$ cat config.mk
export PLATFORM = sky130hd
export DESIGN_NAME = j_result_collector
export DESIGN_NICKNAME = d
export VERILOG_FILES = /design/src/rtl/j_result_collector.sv
export SDC_FILE = /design/constraint.sdc
export NUM_CORES = 1
export LEC_CHECK = 0
export CAP_MARGIN = 20
export CORE_AREA = 2 2 116 95
export CTS_CLUSTER_SIZE = 12
export DETAILED_ROUTE_END_ITERATION = 7
export DIE_AREA = 0 0 118 97
export PLACE_DENSITY = 0.81
export SLEW_MARGIN = 20
export SYNTH_ARGS = -nofsm -noshare
export SYNTH_HDL_FRONTEND = slang
export SYNTH_SLANG_ARGS = --single-unit
$ cat constraint.sdc
create_clock -name clk -period 3.4 [get_ports clk]
set_input_delay 0.85 -clock clk [delete_from_list [all_inputs] [get_ports clk]]
set_output_delay 0.85 -clock clk [all_outputs]
set_load 0.1 [all_outputs]
$ cat src/rtl/j_result_collector.sv
// Per-row partial-sum collector: accumulates NUM_PASSES sums per row, then drains
// shifted/saturated 16-bit results over valid/ready. Optional macro: RELU_COLLECT_EN.
module j_result_collector #(
  parameter int SUBARRAY_HEIGHT = 2,
  parameter int NUM_PASSES      = 4,
  parameter int ACC_WIDTH       = 24,
  parameter int OUT_SHIFT       = 0,
  parameter int ROW_IDX_WIDTH   = (SUBARRAY_HEIGHT > 1) ? $clog2(SUBARRAY_HEIGHT) : 1
) (
  input  logic                         clk,
  input  logic                         reset,
  input  logic [16*SUBARRAY_HEIGHT-1:0] result,
  input  logic [SUBARRAY_HEIGHT-1:0]   result_en,
  output logic [15:0]                  out_data,
  output logic [ROW_IDX_WIDTH-1:0]     out_row,
  output logic                         out_valid,
  input  logic                         out_ready,
  output logic                         busy,
  output logic                         drop_err
);

  // Stream contract: out_data/out_row are held while out_valid && !out_ready;
  // a beat transfers on the rising edge where out_valid && out_ready.
  localparam int CNT_W = (NUM_PASSES > 1) ? $clog2(NUM_PASSES) : 1;
  localparam logic signed [ACC_WIDTH-1:0] SAT_MAX = ACC_WIDTH'(32767);
  localparam logic signed [ACC_WIDTH-1:0] SAT_MIN = ACC_WIDTH'(-32768);

  typedef enum logic {IDLE, DRAIN} state_t;

  state_t                      state;
  logic signed [ACC_WIDTH-1:0] acc [SUBARRAY_HEIGHT];
  logic signed [ACC_WIDTH-1:0] ext [SUBARRAY_HEIGHT];
  logic [CNT_W-1:0]            cnt [SUBARRAY_HEIGHT];
  logic [SUBARRAY_HEIGHT-1:0]  done;
  logic [SUBARRAY_HEIGHT-1:0]  clear;
  logic [SUBARRAY_HEIGHT-1:0]  take;
  logic [SUBARRAY_HEIGHT-1:0]  drop;
  logic [ROW_IDX_WIDTH-1:0]    ptr;
  logic [ROW_IDX_WIDTH-1:0]    ptr_nxt;
  logic                        hs;

  function automatic logic [15:0] shape(input logic signed [ACC_WIDTH-1:0] a);
    logic signed [ACC_WIDTH-1:0] s;
    logic [15:0]                 r;
    s = a >>> OUT_SHIFT;
    if (s > SAT_MAX)      r = 16'h7fff;
    else if (s < SAT_MIN) r = 16'h8000;
    else                  r = s[15:0];
`ifdef RELU_COLLECT_EN
    if (r[15]) r = '0;
`endif
    return r;
  endfunction

  // A row being drained this cycle may take a new sum as pass 0 of the next tile.
  always_comb begin
    hs      = (state == DRAIN) && out_valid && out_ready;
    ptr_nxt = ptr + ROW_IDX_WIDTH'(1);
    clear   = '0;
    take    = '0;
    drop    = '0;
    for (int j = 0; j < SUBARRAY_HEIGHT; j++) begin
      ext[j]   = ACC_WIDTH'(signed'(result[16*j +: 16]));
      clear[j] = hs && (ptr == ROW_IDX_WIDTH'(j));
      take[j]  = result_en[j] && (!done[j] || clear[j]);
      drop[j]  = result_en[j] && done[j] && !clear[j];
    end
  end

  always_ff @(posedge clk) begin
    if (reset) begin
      state     <= IDLE;
      ptr       <= '0;
      out_data  <= '0;
      out_row   <= '0;
      out_valid <= 1'b0;
      busy      <= 1'b0;
      drop_err  <= 1'b0;
      done      <= '0;
      for (int j = 0; j < SUBARRAY_HEIGHT; j++) begin
        acc[j] <= '0;
        cnt[j] <= '0;
      end
    end else begin
      for (int j = 0; j < SUBARRAY_HEIGHT; j++) begin
        if (clear[j]) done[j] <= 1'b0;
        if (take[j]) begin
          acc[j] <= (cnt[j] == '0) ? ext[j] : acc[j] + ext[j];
          if (cnt[j] == CNT_W'(NUM_PASSES - 1)) begin
            cnt[j]  <= '0;
            done[j] <= 1'b1;
          end else begin
            cnt[j] <= cnt[j] + CNT_W'(1);
          end
        end
      end
      if (|drop) drop_err <= 1'b1;

      case (state)
        IDLE: begin
          if (&done) begin
            state     <= DRAIN;
            ptr       <= '0;
            out_row   <= '0;
            out_data  <= shape(acc[0]);
            out_valid <= 1'b1;
            busy      <= 1'b1;
          end
        end
        DRAIN: begin
          if (hs) begin
            if (ptr == ROW_IDX_WIDTH'(SUBARRAY_HEIGHT - 1)) begin
              state     <= IDLE;
              out_valid <= 1'b0;
              busy      <= 1'b0;
            end else begin
              ptr      <= ptr_nxt;
              out_row  <= ptr_nxt;
              out_data <= shape(acc[ptr_nxt]);
            end
          end
        end
        default: state <= IDLE;
      endcase
    end
  end

endmodule

# After elaboration in Yosys (flattened, before gate mapping)
# Memory sizes are Yosys's and may differ from the RTL's.
# Index checks and enable logic that the tools add are counted.
# W data, S select, Z words.
# word_totals
elab_cells	116
latch_bits	0
regBits	23
n_memories	2
romBits	0
ram_bits	52
output_inout_bits	20
# mem_list
name	depth	word_bits	read_ports	rd_ports_with_merged_regs	wr	line_no	source
acc	2	24	3	0	2	31	logic signed [ACC_WIDTH-1:0] acc [SUBARRAY_HEIGHT];
cnt	2	2	2	0	2	33	logic [CNT_W-1:0] cnt [SUBARRAY_HEIGHT];
# op_classes
n_eq_ne	6
n_mux	61
mul	0
div	0
addsub	5
n_lt_le_gt_ge	4
shift	0
n_reduce_logical	23
bitwise_logic	8
# ops
op	count
$mux W16	7
$mux W24	4
$add A24 B16 Y24	2
$gt A24 B16 Y1 const B	2
$lt A24 B16 Y1 const B	2
$mux W1	41
$pmux W16 S2	1
$logic_and A1 B1 Y1	10
$mux W2	4
$pmux W1 S2	4
$or A1 B1 Y1	6
$reduce_and A3 Y1	2
$add A2 B1 Y2 const B	2
$eq A2 B2 Y1 const B	2
$logic_not A1 Y1	4
$logic_not A2 Y1	2
$ne A2 B1 Y1 const B	2
$ne A2 B2 Y1 const B	2
$reduce_and A2 Y1	2
$logic_or A1 B1 Y1	2
$not A1 Y1	2
$reduce_or A2 Y1	1
$add A1 B1 Y1 const B	1

# Logic depth before layout (Yosys ltp)
# logic_depth
ltp_word	10
ltp_mapped	10
mapped_depth_nobuf	10

# Worst setup path after synthesis
# OpenSTA, ideal clock, no wires.
# synth_path
path_kind	input to register
start	in result[24]
end	mem acc[1][23] (data pin)
path_slack_ns	0.432
arrival_ns	2.711
setup_ns	0.258
cell_stages	8
path_cell_list	ha_1 -> nand2_1 -> or2_1 -> a311o_1 -> a2111oi_4 -> nor3_1 -> or3b_1 -> mux2i_1
# synth_rtl
element	line_no	source
start: declaration	12	input logic [16*SUBARRAY_HEIGHT-1:0] result,
end: declaration	31	

==> results.json <==
{
  "io_buffer_count": 56,
  "pwr-share-comb": 0.369,
  "min_from": "done[1]",
  "status": "finished, final reports clean",
  "cp_num_buf_inv": 3,
  "worst_pin_slew_ps": 1030,
  "synth_edf_count": 52,
  "placed_area_um2": 7090,
  "finalWirelength_um": 17000,
  "ys.flop_type": "edfxtp_1",
  "fin_area_um2": 7440,
  "drc_errors": 0,
  "ios": 57,
  "power_frac_seq": 0.315,
  "switchingPower_mw": 1.22,
  "cp_slowest_cell": "clkdlybuf4s50_1",
  "fin_crit_ps": 3300,
  "cp-start-kind": "primary input",
  "cp.depth": 12,
  "ys_seq_area_frac": 0.339,
  "syn-num-nets": 790,
  "setup_ws_ps": 103,
  "route.vias.total": 5891,
  "coreArea_um2": 10200,
  "firstDrtPassIters": 5,
  "clkLatencyLatePin_ps": 350,
  "die-height_um": 97,
  "cts-root-buf": "clkbuf_16",
  "path_class": "in2reg",
  "crit_chain": "clkdlybuf4s50_1 -> ha_1 -> inv_1 -> fa_1 -> nand2b_1 -> a21o_1 -> a31oi_1 -> buf_4 -> a31oi_1 -> o31ai_1 -> xnor2_1 -> o21ai_0",
  "cts_hold_buf": 0,
  "place.gp.congestion": 0.980,
  "rows": 33,
  "whs_path_depth": 2,
  "leakage_nw": 3.13,
  "cts.sinks": 75,
  "cts_tree": "yes",
  "r2r_end": "acc[0][20]",
  "synthAdderAreaFrac": 0.112,
  "grt_overflow": 0,
  "avgSynthCellArea_um2": 8.51,
  "wire_per_inst_um": 17.7,
  "slew_viol_final": 0,
  "ys_types": 59,
  "maxCapViolCount": 0,
  "layout.cells.non_filler": 956,
  "pwr_density_cell_nw_per_um2": 502,
  "synthMuxAreaShare": 0.0386,
  "synthSimpleGateAreaFrac": 0.171,
  "crit_start": "result[16]",
  "crit_path_frequent_cell": "a31oi_1",
  "setup_viol": 0,
  "cp_max_fo": 4,
  "area_growth_pct": 24.8,
  "timing.rr.start": "acc[0][0]",
  "cts.repair.resized": 0,
  "whs_endpoint": "drop_err",
  "cp.arrival_ps": 3380,
  "nets": 900,
  "cts_buffers": 9,
  "clk_path_buf_depth": 2,
  "yosys_warnings": 0,
  "total_power_mw": 3.74,
  "grt_pass1_vias": 5747,
  "max_stage_delay_ps": 490,
  "drive_gt1_frac": 0.143,
  "track_usage": 0.304,
  "pre_cts_ws_ps": -185,
  "max-slew-margin-rel": 0.314,
  "drt_iter0_drc": 485,
  "grt_pass1_wl_um": 28300,
  "async_flop_share": 0,
  "initial_utilization": 0.585,
  "min_path_type": "reg2reg",
  "final.period_utilization": 0.970,
  "rsz0062_at_grt": "no",
  "grt_max_degree": 29,
  "fill_cells": 790,
  "cts_setup_buffers": 0,
  "vdd_drop_max_v": 0.000376,
  "dpl.hpwl_um": 12600,
  "netlist_area_um2": 5960,
  "synth_cells": 701,
  "synth_compound_area_frac": 0.248,
  "skew_ps": 9.43,
  "p_clk_frac": 0.315,
  "postRouteAntennaNets": 0,
  "antenna_found_initial": 0,
  "cts-htree-levels": 3,
  "finalHoldViolCount": 0,
  "endpoint_kind": "flip-flop",
  "antenna_cells": 0,
  "swShare": 0.327,
  "cp_top_family": "compound AO/OA/AOI/OAI gates",
  "reg2reg_setup_slack_ps": 650,
  "die_area_um2": 11400,
  "die-width_um": 118,
  "synthXorXnorAreaFrac": 0.0529,
  "clkSlewWorstSetupHoldPaths_ps": 60,
  "cp.required_ps": 3480,
  "reg2regPathDepth": 11,
  "timing.fmax_ghz": 0.303,
  "ys_seq_elements": 75,
  "synth_top_family_by_area": "compound AO/OA/AOI/OAI gates",
  "drt-vias-per-instance": 6.16,
  "p_int_mw": 2.52,
  "dp_cells": 940
}
==> registers in the layout (all words and copies together) (netlist names) <==
register / cells
drop_err: 1
out_data: 16
cnt: 4
busy: 1
ptr: 1
out_row: 1
state: 1
done: 2
acc: 48
==> layout by cell type (no fill, tap or decap), types with 4 or more instances in the layout <==
master / instances
buf_4: 95
o21ai_0: 70
nor2_1: 68
nand2_1: 66
a21oi_1: 66
edfxtp_1: 52
ha_1: 50
clkdlybuf4s50_1: 36
nand3_1: 27
a21o_1: 24
mux2i_1: 23
dfxtp_1: 23
inv_1: 22
xnor2_1: 20
nor3_1: 19
xor2_1: 16
clkbuf_16: 9
nand4_1: 8
a211oi_1: 8
a31oi_1: 8
o21bai_1: 7
nor4_1: 7
nand2b_1: 6
o211ai_1: 6
o21a_1: 6
and2_1: 6
a311oi_1: 5
nor2b_1: 4
a21boi_0: 4
a211o_1: 4
bufinv_16: 4
==> power by group through the flow <==
stage / clock [mW] / combinational [mW] / sequential (mW)
global route: 1.22 / 1.53 / 1.19
CTS: 1.18 / 1.36 / 1.18
detailed placement: 0 / 1.34 / 1.20
finish: 1.18 / 1.38 / 1.18
floorplan: 0 / 0.896 / 1.17
global placement: 0 / 1.30 / 1.19
==> cells in the mapped netlist, types with 20 or more instances <==
cell type	number	area (um2)
a21o_1	24	180
a21oi_1	66	330
clkbuf_1	24	90.1
dfxtp_1	23	460
edfxtp_1	52	1560
ha_1	50	626
inv_1	22	82.6
mux2i_1	23	230
nand2_1	66	248
nand3_1	27	135
nor2_1	68	255
o21ai_0	70	350
xnor2_1	20	175
==> final cells by class <==
| type | instances | area (um2) | area share |
|---|---|---|---|
| clock buffers | 10 | 229 | 0.0308 |
| clock inverters | 6 | 128 | 0.0171 |
| inverters | 22 | 82.6 | 0.0111 |
| multi-input cells | 571 | 3710 | 0.499 |
| flip-flops and latches | 75 | 2020 | 0.272 |
| well taps | 140 | 175 | 0.0235 |
| repair buffers | 132 | 1090 | 0.147 |
==> per-layer routing <==
layer	routed length, um	vias up	share of wire	global-route usage
li1	-	2826	-	-
met1	7660	2786	0.45	0.411
met2	7890	248	0.47	0.498
met3	1130	31	0.066	0.0625
met4	282	0	0.017	0.0806
met5	0	-	0	0
==> worst max path at each step <==
stage                     slack, ps          to
after floorplan                 430  acc[1][23]
after global placement          -70  acc[0][20]
after detailed placement       -190  acc[1][23]
after CTS                       100  acc[1][16]
after global routing            0.7  acc[1][22]
final                           100  acc[1][16]
==> tightest hold or removal path: stages, from the launching register on <==
cell and delay (ps):
dfxtp_1 320, nand3_1 70, a21oi_1 50
==> cell families after synthesis <==
| logic type | Yosys count |
|---|---|
| AOI/OAI and AO/OA | 236 |
| and+or+nand+nor | 224 |
| DFF | 75 |
| buffers and inverters | 55 |
| muxes | 23 |
| adders and majority gates | 52 |
| xor gates and xnor gates | 36 |
==> through the flow <==
step	util	hold WS [ps]	TNS, ps
after global placement	0.695	468	-496
final	0.730	493	0
after global routing	0.730	511	0
after floorplan	-	457	0
after detailed placement	0.695	480	-1310
after CTS	0.730	497	0
No activity file was read; power rests on OpenSTA's default activity.
